--- config.mk ---
export PLATFORM = sky130hd
export DESIGN_NAME = alu_seq
export DESIGN_NICKNAME = d
export VERILOG_FILES = /design/src/rtl/alu_pkg.sv /design/src/rtl/alu_mul_seq.sv /design/src/rtl/alu_seq.sv
export SDC_FILE = /design/constraint.sdc
export NUM_CORES = 1
export LEC_CHECK = 0
export ABC_AREA = 0
export CORE_UTILIZATION = 30
export CTS_BUF_LIST = sky130_fd_sc_hd__clkbuf_8 sky130_fd_sc_hd__clkbuf_16
export CTS_CLUSTER_SIZE = 8
export DETAILED_ROUTE_END_ITERATION = 10
export SKIP_CTS_REPAIR_TIMING = 1
export SYNTH_ARGS = -nofsm -noshare
export SYNTH_HDL_FRONTEND = slang
export SYNTH_HIERARCHICAL = 1
export SYNTH_SLANG_ARGS = --single-unit
--- constraint.sdc ---
create_clock -name clk -period 3.08 [get_ports clk]
set_clock_uncertainty 0.15 [all_clocks]
set_input_delay 0.308 -clock clk [delete_from_list [all_inputs] [get_ports clk]]
set_output_delay 0.308 -clock clk [all_outputs]
set_load 0.02 [all_outputs]
--- src/rtl/alu_pkg.sv ---
// Shared definitions for the sequential ALU: operation codes, FSM states
// and a helper that identifies the ops which update the stored carry flag.
package alu_pkg;

  localparam int OP_W = 4;

  localparam logic [OP_W-1:0] OP_ADD  = 4'b0000;
  localparam logic [OP_W-1:0] OP_SUB  = 4'b0001;
  localparam logic [OP_W-1:0] OP_AND  = 4'b0010;
  localparam logic [OP_W-1:0] OP_OR   = 4'b0011;
  localparam logic [OP_W-1:0] OP_XOR  = 4'b0100;
  localparam logic [OP_W-1:0] OP_NOT  = 4'b0101;
  localparam logic [OP_W-1:0] OP_SHL1 = 4'b0110;
  localparam logic [OP_W-1:0] OP_SHR1 = 4'b0111;
  localparam logic [OP_W-1:0] OP_MUL  = 4'b1000;
  localparam logic [OP_W-1:0] OP_ADDC = 4'b1001;

  typedef enum logic [1:0] {
    ST_IDLE = 2'd0,
    ST_MUL  = 2'd1,
    ST_HOLD = 2'd2
  } alu_state_t;

  // Arithmetic and shift ops leave their carry behind for a later ADDC;
  // logic ops, MUL and illegal codes must not disturb it.
  function automatic logic op_updates_carry(input logic [OP_W-1:0] op);
    return (op == OP_ADD) || (op == OP_SUB) || (op == OP_ADDC) ||
           (op == OP_SHL1) || (op == OP_SHR1);
  endfunction

endpackage

--- src/rtl/alu_mul_seq.sv ---
// WIDTH-parametrised shift-add unsigned multiplier. A start pulse loads the
// operands; one partial product is accumulated per clock. 'last' is high
// during the final iteration and 'product' then already shows the finished
// result, so the owner can register it on that same edge.
module alu_mul_seq #(
  parameter int WIDTH = 8,
  parameter int CNT_W = $clog2(WIDTH) + 1
) (
  input  logic               clk,
  input  logic               rst_n,
  input  logic               start,
  input  logic [WIDTH-1:0]   a,
  input  logic [WIDTH-1:0]   b,
  output logic               last,
  output logic [2*WIDTH-1:0] product
);

  logic               busy_reg;
  logic [CNT_W-1:0]   cnt_reg;
  logic [2*WIDTH-1:0] mcand_reg;
  logic [WIDTH-1:0]   mplier_reg;
  logic [2*WIDTH-1:0] acc_reg;
  logic [2*WIDTH-1:0] addend;
  logic [2*WIDTH-1:0] acc_next;

  // Partial product: the shifted multiplicand gated by the current multiplier LSB.
  for (genvar gi = 0; gi < 2*WIDTH; gi++) begin : g_addend
    assign addend[gi] = mcand_reg[gi] & mplier_reg[0];
  end

  assign acc_next = acc_reg + addend;
  assign last     = busy_reg && (cnt_reg == CNT_W'(WIDTH - 1));
  assign product  = acc_next;

  // Iteration state: load on start, then shift and accumulate until the last step.
  always_ff @(posedge clk or negedge rst_n) begin
    if (!rst_n) begin
      busy_reg   <= 1'b0;
      cnt_reg    <= '0;
      mcand_reg  <= '0;
      mplier_reg <= '0;
      acc_reg    <= '0;
    end else if (start) begin
      busy_reg   <= 1'b1;
      cnt_reg    <= '0;
      mcand_reg  <= {{WIDTH{1'b0}}, a};
      mplier_reg <= b;
      acc_reg    <= '0;
    end else if (busy_reg) begin
      acc_reg    <= acc_next;
      mcand_reg  <= mcand_reg << 1;
      mplier_reg <= mplier_reg >> 1;
      cnt_reg    <= cnt_reg + 1'b1;
      if (last) begin
        busy_reg <= 1'b0;
      end
    end
  end

endmodule

--- src/rtl/alu_seq.sv ---
// Registered, handshaked ALU. Single-cycle ops are computed by a
// combinational function and registered on acceptance; MUL is handed to a
// shift-add multiplier and its product registered on the final iteration.
// Results are held in HOLD until the consumer takes them.
module alu_seq
  import alu_pkg::*;
#(
  parameter int WIDTH = 8,
  parameter int CNT_W = $clog2(WIDTH) + 1
) (
  input  logic             clk,
  input  logic             rst_n,
  input  logic             in_valid,
  output logic             in_ready,
  input  logic [WIDTH-1:0] a,
  input  logic [WIDTH-1:0] b,
  input  logic [3:0]       alu_op,
  output logic             out_valid,
  input  logic             out_ready,
  output logic [WIDTH-1:0] alu_out,
  output logic [WIDTH-1:0] alu_out_hi,
  output logic             carry,
  output logic             zero,
  output logic             neg,
  output logic             ovf,
  output logic             err
);

  typedef struct packed {
    logic [WIDTH-1:0] res;
    logic             carry;
    logic             zero;
    logic             neg;
    logic             ovf;
    logic             err;
  } result_t;

  // Every op except MUL. Codes outside the table (MUL never reaches here)
  // return an all-zero result with only err set.
  function automatic result_t exec_single(input logic [3:0]       op,
                                          input logic [WIDTH-1:0] x,
                                          input logic [WIDTH-1:0] y,
                                          input logic             cin);
    result_t      r;
    logic [WIDTH:0] wide;
    r    = '0;
    wide = '0;
    case (op)
      OP_ADD, OP_ADDC: begin
        wide    = {1'b0, x} + {1'b0, y} +
                  ((op == OP_ADDC) ? {{WIDTH{1'b0}}, cin} : '0);
        r.res   = wide[WIDTH-1:0];
        r.carry = wide[WIDTH];
        r.ovf   = (x[WIDTH-1] == y[WIDTH-1]) && (r.res[WIDTH-1] != x[WIDTH-1]);
      end
      OP_SUB: begin
        wide    = {1'b0, x} - {1'b0, y};
        r.res   = wide[WIDTH-1:0];
        r.carry = wide[WIDTH];
        r.ovf   = (x[WIDTH-1] != y[WIDTH-1]) && (r.res[WIDTH-1] != x[WIDTH-1]);
      end
      OP_AND:  r.res = x & y;
      OP_OR:   r.res = x | y;
      OP_XOR:  r.res = x ^ y;
      OP_NOT:  r.res = ~x;
      OP_SHL1: begin
        r.res   = {x[WIDTH-2:0], 1'b0};
        r.carry = x[WIDTH-1];
      end
      OP_SHR1: begin
        r.res   = {1'b0, x[WIDTH-1:1]};
        r.carry = x[0];
      end
      default: r.err = 1'b1;
    endcase
    if (!r.err) begin
      r.zero = (r.res == '0);
      r.neg  = r.res[WIDTH-1];
    end
    return r;
  endfunction

  alu_state_t         state_reg;
  alu_state_t         state_next;
  logic               accept;
  logic               is_mul;
  logic               mul_last;
  logic [2*WIDTH-1:0] mul_product;
  result_t            single_res;

  logic [WIDTH-1:0]   alu_out_reg;
  logic [WIDTH-1:0]   alu_out_hi_reg;
  logic               carry_reg;
  logic               zero_reg;
  logic               neg_reg;
  logic               ovf_reg;
  logic               err_reg;
  logic               c_flag_reg;

  assign accept     = in_valid && in_ready;
  assign is_mul     = (alu_op == OP_MUL);
  assign single_res = exec_single(alu_op, a, b, c_flag_reg);

  alu_mul_seq #(
    .WIDTH (WIDTH),
    .CNT_W (CNT_W)
  ) u_mul (
    .clk     (clk),
    .rst_n   (rst_n),
    .start   (accept && is_mul),
    .a       (a),
    .b       (b),
    .last    (mul_last),
    .product (mul_product)
  );

  // State register.
  always_ff @(posedge clk or negedge rst_n) begin
    if (!rst_n) begin
      state_reg <= ST_IDLE;
    end else begin
      state_reg <= state_next;
    end
  end

  // Next state: accepted ops go to MUL or HOLD; HOLD drains to IDLE when nothing follows.
  always_comb begin
    state_next = state_reg;
    case (state_reg)
      ST_IDLE: begin
        if (accept) begin
          state_next = is_mul ? ST_MUL : ST_HOLD;
        end
      end
      ST_MUL: begin
        if (mul_last) begin
          state_next = ST_HOLD;
        end
      end
      ST_HOLD: begin
        if (out_ready) begin
          if (in_valid) begin
            state_next = is_mul ? ST_MUL : ST_HOLD;
          end else begin
            state_next = ST_IDLE;
          end
        end
      end
      default: state_next = ST_IDLE;
    endcase
  end

  // Handshake outputs: HOLD only takes a new op when its result is being consumed.
  always_comb begin
    in_ready  = 1'b0;
    out_valid = 1'b0;
    case (state_reg)
      ST_IDLE: in_ready = 1'b1;
      ST_HOLD: begin
        out_valid = 1'b1;
        in_ready  = out_ready;
      end
      default: begin
        in_ready  = 1'b0;
        out_valid = 1'b0;
      end
    endcase
  end

  // Result and flag registers plus the stored carry; accept and mul_last never coincide.
  always_ff @(posedge clk or negedge rst_n) begin
    if (!rst_n) begin
      alu_out_reg    <= '0;
      alu_out_hi_reg <= '0;
      carry_reg      <= 1'b0;
      zero_reg       <= 1'b0;
      neg_reg        <= 1'b0;
      ovf_reg        <= 1'b0;
      err_reg        <= 1'b0;
      c_flag_reg     <= 1'b0;
    end else if (accept && !is_mul) begin
      alu_out_reg    <= single_res.res;
      alu_out_hi_reg <= '0;
      carry_reg      <= single_res.carry;
      zero_reg       <= single_res.zero;
      neg_reg        <= single_res.neg;
      ovf_reg        <= single_res.ovf;
      err_reg        <= single_res.err;
      if (op_updates_carry(alu_op)) begin
        c_flag_reg <= single_res.carry;
      end
    end else if (mul_last) begin
      alu_out_reg    <= mul_product[WIDTH-1:0];
      alu_out_hi_reg <= mul_product[2*WIDTH-1:WIDTH];
      carry_reg      <= 1'b0;
      zero_reg       <= (mul_product == '0);
      neg_reg        <= mul_product[2*WIDTH-1];
      ovf_reg        <= 1'b0;
      err_reg        <= 1'b0;
    end
  end

  assign alu_out    = alu_out_reg;
  assign alu_out_hi = alu_out_hi_reg;
  assign carry      = carry_reg;
  assign zero       = zero_reg;
  assign neg        = neg_reg;
  assign ovf        = ovf_reg;
  assign err        = err_reg;

endmodule
==> results of run 1 <==
-- cells in the mapped netlist (8+ instances only) --
library cell	instances	area [um^2]
mux2i_1	48	480
nor2b_1	14	87.6
a211oi_1	8	60.1
o21ai_0	37	185
and2_1	16	100
a21oi_1	36	180
nor2_1	53	199
xor2_1	11	96.3
clkbuf_1	10	37.5
dfrtp_1	69	1730
nand2_1	59	221
nor4_1	8	50.1
inv_1	30	113
xnor2_1	9	78.8
ha_1	40	500
nor3_1	8	40.0
-- layer usage --
metal  wire, um  part of all wire [%]  vias up  track usage (%)
met5          0                     0        -                0
met1       7490                    47     2479             23.5
met2       7360                    46      133             26.7
met4        376                   2.4        0             6.20
met3        742                   4.6       31             2.03
li1           -                     -     2505                -
-- area by class of cell --
cell class              instances  area [um^2]
well taps                     229          287
fillers                      1818        10900
inverters                      32          120
flip-flops and latches         69         1730
clock buffers                   9          225
clock inverters                 7         98.8
multi-input cells             495         3750
repair buffers                136         1130
-- worst max-delay path, stage by stage (launching register included) --
cell	delay [ns]
dfrtp_1	0.38
buf_4	0.15
buf_4	0.16
and2_1	0.14
ha_1	0.29
a21oi_1	0.18
o21ai_0	0.15
a21o_1	0.20
or3_4	0.40
nand2_2	0.11
nor4_2	0.05
buf_4	0.15
nand4_1	0.09
nor2_1	0.05
a21oi_1	0.12
nor2_1	0.05
a31o_1	0.18
-- power groups by stage --
stage                     clock network (uW)  registers (uW)  logic, uW
after floorplan                            0            1450       1570
final                                   1130            1460       2760
after detailed placement                   0            1450       2500
after global placement                     0            1450       2480
after CTS                               1150            1440       2500
after global routing                    1180            1500       3010
-- cells by family (layout without fill, tap and decap cells) --
logic type,Yosys count,count (layout),synth area share (%)
xor+xnor,21,21,3.38
fa+ha+maj,44,44,10.2
mux,50,50,9.08
buf+inv,69,184,7.18
compound gates,168,168,20.1
flops,69,69,30.5
simple gates,212,212,19.5
-- worst paths after layout --
| check | from | end | slack, ns | depth (start not counted) |
|---|---|---|---|---|
| min in group clk | state_reg[0] | state_reg[1] | 0.36 | 1 |
| setup reg to reg | u_mul/mplier_reg[0] | zero | -0.04 | 16 |
| setup / recovery | u_mul/mplier_reg[0] | zero | -0.04 | 16 |
| hold reg to reg | state_reg[0] | state_reg[1] | 0.36 | 1 |
| hold / removal | rst_n | u_mul/acc_reg[8] | -0.07 | 1 |
| max in group asynchronous | rst_n | u_mul/busy_reg | 2.25 | 1 |
-- through the flow --
step	total power [uW]	util, %	hold WS [ns]	cells
finish	5340	40.3	-0.0665	977
floorplan	3010	-	-0.138	633
global route	5690	40.3	0.0407	977
detailed placement	3940	37.3	0.341	957
CTS	5090	39.0	-0.00855	973
global placement	3930	37.3	0.334	957
==> results.json, run 1 <==
{
  "maxSlewHeadroom_pct": 41.3,
  "cts_tree": "built",
  "leakagePower_uw": 0.00323,
  "worstSetupStartpointType": "flop",
  "sequentialPowerShare_pct": 27.3,
  "chipHeight_um": 139,
  "total_of_flip_flops_plus_latches_after_synthesis": 69,
  "num_vias": 5148,
  "worst_setup_path_end_kind": "flop",
  "tritoncts.num_buffers": 9,
  "count_of_endpoints_failing_hold_in_the_final_timing_report": 69,
  "post-place-ws_ns": -0.154,
  "yosys_most_used_dff": "dfrtp_1",
  "layout-drive-gt1-share_pct": 23.1,
  "outcome": "complete, but fails checks",
  "rsz0062_at_grt": "yes",
  "detail_route.wl_per_cell_um": 16.4,
  "pin_count_of_the_biggest_net_entering_global_routing": 70,
  "ir_drop_uv": 298,
  "mostFrequentLayoutCell": "buf_4",
  "clock.fmax_mhz": 320,
  "io_pins": 47,
  "power.share.combinational_pct": 51.6,
  "synth_edf_count": 0,
  "critical_setup_path_kind": "flop to flop",
  "place.gp.congestion": 0.919,
  "worstPathArrival_ns": 3.20,
  "area_delta_synth_final_pct": 29.7,
  "worst_slew_pin_slew_ns": 0.880,
  "cts.clk_slew.worst_paths_ns": 0.06,
  "cts_root_buf": "clkbuf_16",
  "cts.sinks": 69,
  "period_needed_ns": 3.12,
  "post_synthesis_instance_area_um2": 5670,
  "grt.total_usage_pct": 16.9,
  "report.final.setup_viol": 1,
  "nNetsFinal": 811,
  "grt_pass1_vias": 4986,
  "drt-initial-drc-count": 347,
  "synth_warnings": 6,
  "synth_instances": 633,
  "top_library_cells_by_usage_in_the_layout_fill_and_taps_aside": "buf_4 (91), dfrtp_1 (68), nand2_1 (58)",
  "ant_nets": 0,
  "wp_data_required_ns": 3.16,
  "core_region_area_um2": 18200,
  "synth_area_per_cell_um2": 8.95,
  "place.detailed.hpwl_um": 11900,
  "remaining_drc_errors": 0,
  "p_clk_share_pct": 21.1,
  "starting_density_of_the_core_pct": 31.1,
  "portBuffers": 46,
  "clk-insertion-delay-late_ns": 0.34,
  "switching_power_uw": 2100,
  "global_route_wire_length_before_repair_um": 26200,
  "synth_cell_types": 86,
  "route.final.wire_length_um": 16000,
  "htree_num_levels": 3,
  "setup_tns_ns": -0.0436,
  "p_sw_share_pct": 39.4,
  "post-route-worst-setup-slack_ns": -0.0436,
  "drv.max_cap_violation_count": 0,
  "p_per_cell_area_nw_per_um2": 727,
  "drt-vias-per-instance": 5.27,
  "slew_violations": 0,
  "num_antenna_cells": 0,
  "period_share_pct": 101,
  "antenna_violations_before_repair": 0,
  "critical_path_maximum_fanout": 11,
  "internal_power_uw": 3240,
  "design_area_um2": 7350,
  "die-width_um": 139,
  "post_synthesis_sequential_area_ratio_pct": 30.5,
  "cts-root-to-sink-buffers": 2,
  "synth_nets": 701,
  "firstDrtPassIters": 5,
  "detailed_place.area_um2": 6780,
  "grt_remaining_overflow": 0,
  "die_area_um2": 19400,
  "worst_hold_slack_ns": -0.0665,
  "ys_async_sr_fraction_pct": 100,
  "violations": "negative hold slack, negative setup slack",
  "holdCritPathClass": "input port to asynchronous set/reset pin",
  "fp-row-count": 49
}
(Power assumes the default switching activity.)
==> run 2: changes to the inputs <==
clock period = 3.05 ns   (was 3.08 ns; I/O delays follow)
==> run 2 against run 1 <==
  * The run ends with negative hold slack left
  * Register-to-register slack improved by 0.06 ns
  * Worst hold slack improved by 0.013 ns
  * Clock power fell by 7%
  * Sequential power barely moved
  * Power rose by 2.7%
  * Global-route usage rose by 0.10 points
  * Cell area rose by 1.8%
  * Highest routed layer unchanged
==> results.json, run 2 (synthesized netlist as in run 1, its figures left out) <==
{
  "report.final.setup_viol": 0,
  "drt-vias-per-instance": 5.19,
  "holdCritPathClass": "input port to asynchronous set/reset pin",
  "critical_path_buf_inv_count": 3,
  "timing.rr.end": "zero",
  "antenna_violations_before_repair": 0,
  "cts_root_buf": "clkbuf_16",
  "design_area_um2": 7480,
  "worst_hold_slack_ns": -0.0533,
  "die-width_um": 139,
  "global_route_wire_length_before_repair_um": 26300,
  "outcome": "complete, but fails checks",
  "grt_pass1_vias": 4967,
  "grt_busiest_layer": "met2",
  "crit-reg2reg-launch": "u_mul/mplier_reg[0]",
  "die_area_um2": 19400,
  "gr-usage-met2_pct": 27.7,
  "place.gp.congestion": 0.952,
  "pin_count_of_the_biggest_net_entering_global_routing": 70,
  "internal_power_uw": 3290,
  "cp_slowest_stage_delay_ns": 0.40,
  "violations": "negative hold slack",
  "wp_data_required_ns": 3.13,
  "area_delta_synth_final_pct": 32.0,
  "power.share.combinational_pct": 53.9,
  "detail_route.wl_per_cell_um": 16.6,
  "route.final.wire_length_um": 16300,
  "clock.fmax_mhz": 329,
  "drv.max_cap_violation_count": 0,
  "critical-path-slowest-cell": "dfrtp_1",
  "period_needed_ns": 3.04,
  "ant_nets": 0,
  "worstPathArrival_ns": 3.12,
  "tritoncts.num_buffers": 9,
  "chipHeight_um": 139,
  "worst-r2r-setup-slack_ns": 0.01,
  "firstDrtPassIters": 4,
  "layout-drive-gt1-share_pct": 25.1,
  "remaining_drc_errors": 0,
  "p_clk_share_pct": 19.2,
  "p_per_cell_area_nw_per_um2": 733,
  "top_library_cells_by_usage_in_the_layout_fill_and_taps_aside": "buf_4 (92), dfrtp_1 (68), nand2_1 (57)",
  "mostFrequentLayoutCell": "buf_4",
  "slew_violations": 0,
  "core_region_area_um2": 18200,
  "cp_cell_sequence": "buf_6 -> buf_4 -> and2_1 -> ha_4 -> nand4_1 -> buf_4 -> nor3_2 -> nand2_1 -> nand2_1 -> xor2_1 -> nor4_2 -> nand4_1 -> nor2_1 -> a21oi_1 -> nor2_1 -> a31o_1",
  "grt_remaining_overflow": 0,
  "switching_power_uw": 2190,
  "io_pins": 47,
  "num_antenna_cells": 0,
  "leakagePower_uw": 0.00327,
  "period_share_pct": 99.6,
  "global_route.usage.met3_pct": 2.34,
  "detailed_place.area_um2": 6800,
  "place.detailed.hpwl_um": 12000,
  "cts_tree": "built",
  "drt-initial-drc-count": 352,
  "ff2ff_path_depth": 16,
  "portBuffers": 46,
  "dp_cells": 957,
  "grt.total_usage_pct": 17.0,
  "rsz0062_at_grt": "yes",
  "cts.sinks": 69,
  "sequentialPowerShare_pct": 27.0,
  "worst_setup_path_end_kind": "flop",
  "num_vias": 5101,
  "ir_drop_uv": 330,
  "count_of_endpoints_failing_hold_in_the_final_timing_report": 69,
  "worst_slew_pin_slew_ns": 0.914,
  "worstSetupStartpointType": "flop",
  "globalRouteMet1Util_pct": 23.6,
  "final_cells": 982,
  "starting_density_of_the_core_pct": 31.1,
  "critical-path-top-delay-family": "simple AND/OR/NAND/NOR gates",
  "cts-root-to-sink-buffers": 2,
  "htree_num_levels": 3,
  "p_sw_share_pct": 40.0,
  "critical_setup_path_kind": "flop to flop",
  "maxSlewHeadroom_pct": 39.1,
  "fp-row-count": 49,
  "critical_path_maximum_fanout": 11,
  "nNetsFinal": 816,
  "clk-insertion-delay-late_ns": 0.34,
  "cts.clk_slew.worst_paths_ns": 0.06
}
run 2: layout make-up:
cell class              instances  area [um^2]
clock inverters                 7         75.1
multi-input cells             495         3840
repair buffers                141         1200
flip-flops and latches         69         1730
inverters                      32          120
well taps                     229          287
clock buffers                   9          225
fillers                      1755        10700
run 2: through the flow:
step | setup TNS [ns] | utilization [%] | setup slack [ns] | total power, uW | hold slack (ns)
after floorplan | 0 | - | 0.0185 | 3040 | -0.141
after global placement | -0.418 | 37.3 | -0.156 | 3960 | 0.336
after detailed placement | -0.559 | 37.3 | -0.204 | 3990 | 0.338
after CTS | -0.138 | 39.0 | -0.138 | 5070 | -0.0216
after global routing | -0.176 | 41.1 | -0.176 | 5840 | 0.0294
final | 0 | 41.1 | 0.0126 | 5480 | -0.0533
run 2: layer usage:
metal,share of wire [%],up-vias
li1,-,2512
met4,0.96,0
met3,3.8,14
met2,47,115
met5,0,-
met1,48,2460
run 2: power groups by stage:
stage | combinational, uW | clock [uW] | sequential (uW)
6_report | 2950 | 1050 | 1480
5_1_grt | 3210 | 1110 | 1520
4_1_cts | 2540 | 1070 | 1450
3_5_place_dp | 2530 | 0 | 1460
3_3_place_gp | 2500 | 0 | 1460
2_1_floorplan | 1580 | 0 | 1460
run 2: worst max path at each step:
stage	start	endpoint	slack, ns	cells past startpoint
final	u_mul/mplier_reg[0]	zero	0.01	16
after global routing	u_mul/mplier_reg[0]	zero	-0.18	15
after floorplan	u_mul/mplier_reg[0]	zero	0.02	15
after detailed placement	alu_op[1]	carry	-0.20	13
after CTS	u_mul/mplier_reg[0]	zero	-0.14	16
after global placement	alu_op[2]	carry	-0.16	13
==> run 3: changes to the inputs <==
REMOVE_ABC_BUFFERS = 1   (was default)
==> run 3 against run 2 <==
  * The run now ends clean
  * Sequential cell count did not move
  * Cell area fell by 1.7%
  * Sequential share of layout area rose by 0.40 points
  * Cell count rose by 0.41%
  * Via count fell by 0.27%
  * First-iteration DRC count fell by 24%
  * Sequential power barely moved
  * Clock-buffer cell count rose by 3
  * Critical path depth fell by 2
  * Worst setup slack improved by 0.036 ns
  * Die area did not move
  * Critical path type unchanged
==> results.json, run 3 (synthesized netlist as in run 1, its figures left out) <==
{
  "die-width_um": 139,
  "crit-reg2reg-launch": "u_mul/mplier_reg[0]",
  "fp-row-count": 49,
  "critical_path_maximum_fanout": 15,
  "gr-usage-met2_pct": 28.6,
  "num_vias": 5087,
  "wp_data_required_ns": 3.13,
  "ff2ff_path_depth": 14,
  "critical-path-slowest-cell": "dfrtp_1",
  "worst-r2r-setup-slack_ns": 0.05,
  "worstHoldPathCells": 2,
  "grt_pass1_vias": 5107,
  "worst_slew_pin_slew_ns": 0.588,
  "leakagePower_uw": 0.00327,
  "count_of_endpoints_failing_hold_in_the_final_timing_report": 0,
  "area_of_combinational_cells_with_multiple_inputs_um2": 3690,
  "firstDrtPassIters": 5,
  "final_cells": 986,
  "maxSlewHeadroom_pct": 60.7,
  "cts.clk_slew.worst_paths_ns": 0.06,
  "num_antenna_cells": 0,
  "htree_num_levels": 3,
  "period_needed_ns": 3.00,
  "top_library_cells_by_usage_in_the_layout_fill_and_taps_aside": "buf_4 (97), dfrtp_1 (68), nand2_1 (59)",
  "drt-initial-drc-count": 269,
  "area_delta_synth_final_pct": 29.8,
  "timing.hold.worst.start": "u_mul/acc_reg[12]",
  "report.final.setup_viol": 0,
  "timing.rr.end": "zero",
  "starting_density_of_the_core_pct": 31.1,
  "period_share_pct": 98.4,
  "layout.filler_cells": 1809,
  "place.gp.congestion": 0.968,
  "outcome": "finished, final reports clean",
  "detail_route.wl_per_cell_um": 16.5,
  "die_area_um2": 19400,
  "cts-root-to-sink-buffers": 2,
  "ir_drop_uv": 310,
  "cts_tree": "built",
  "io_pins": 47,
  "core_region_area_um2": 18200,
  "worst_path_most_repeated_cell": "nor2_1",
  "critical_setup_path_kind": "flop to flop",
  "grt_busiest_layer": "met2",
  "cts_root_buf": "clkbuf_16",
  "holdCritPathClass": "flop to flop",
  "cp_cell_sequence": "buf_4 -> and2_1 -> ha_1 -> o211ai_1 -> o211a_1 -> nor3b_2 -> or3_4 -> nand2_1 -> nor4_2 -> nand4_1 -> nor2_1 -> a21oi_1 -> nor2_1 -> a31o_1",
  "worst_hold_slack_ns": 0.347,
  "cp_slowest_stage_delay_ns": 0.38,
  "worstPathArrival_ns": 3.08,
  "remaining_drc_errors": 0,
  "portBuffers": 46,
  "worstSetupStartpointType": "flop",
  "mostFrequentLayoutCell": "buf_4",
  "rsz0062_at_grt": "yes",
  "worst_setup_path_end_kind": "flop",
  "global_route.usage.met3_pct": 3.75,
  "chipHeight_um": 139,
  "drt-vias-per-instance": 5.16,
  "p_per_cell_area_nw_per_um2": 706,
  "ant_nets": 0,
  "globalRouteMet1Util_pct": 21.7,
  "worst_case_hold_path_end_point": "u_mul/acc_reg[12]",
  "place.detailed.hpwl_um": 12300,
  "clk-insertion-delay-late_ns": 0.34,
  "antenna_violations_before_repair": 0,
  "route.final.wire_length_um": 16200,
  "clock.fmax_mhz": 333,
  "setup_tns_ns": 0,
  "cts.sinks": 69,
  "drv.max_cap_violation_count": 0,
  "tritoncts.num_buffers": 9,
  "pin_count_of_the_biggest_net_entering_global_routing": 70,
  "grt_remaining_overflow": 0,
  "grt.total_usage_pct": 17.3,
  "nNetsFinal": 820,
  "layout-drive-gt1-share_pct": 22.6,
  "register_area_um2": 1730,
  "dp_cells": 969,
  "slew_violations": 0,
  "global_route_wire_length_before_repair_um": 26400
}
-- run 3: where the power goes --
group | switching [uW] | leakage (uW) | internal (uW) | total, uW
combinational | 1350 | 0.00223 | 1240 | 2600
clock | 391 | 0.000158 | 695 | 1090
sequential | 277 | 0.000880 | 1230 | 1510
-- run 3: worst max-delay path by stage --
stage / end / startpoint / slack, ns / depth (start not counted)
after floorplan: u_mul/acc_reg[9] / state_reg[1] / -0.99 / 6
after global placement: zero / alu_op[2] / -0.14 / 12
after detailed placement: zero / alu_op[2] / -0.22 / 12
after CTS: zero / u_mul/mcand_reg[0] / -0.007 / 15
after global routing: zero / u_mul/mplier_reg[0] / -0.14 / 14
final: zero / u_mul/mplier_reg[0] / 0.05 / 14
-- run 3: critical path, delay by kind of cell (launching register included) --
kind	cells	cell delay [ns]
simple gates	8	1.00
compound gates	4	0.85
flops	1	0.38
fa+ha+maj	1	0.31
buf+inv	1	0.18
-- run 3: through the flow --
step	total power [uW]	util [%]	area (um^2)	worst slack [ns]
2_1_floorplan	2930	-	5380	-0.986
3_3_place_gp	3930	37.8	6880	-0.143
3_5_place_dp	3960	37.8	6880	-0.218
4_1_cts	5070	39.5	7190	-0.00695
5_1_grt	5550	40.4	7350	-0.143
6_report	5190	40.4	7350	0.0483
-- run 3: cell type report --
cell class,instances,share of cell area [%]
repair buffers,145,16.5
clock inverters,4,0.613
inverters,32,1.63
flip-flops and latches,69,23.5
clock buffers,12,3.62
well taps,229,3.90
multi-input cells,495,50.2
-- run 3: per-layer routing --
layer  wire, um  vias to the layer above
li1           -                     2517
met1       7510                     2425
met2       7700                      122
met3        638                       23
met4        405                        0
met5          0                        -
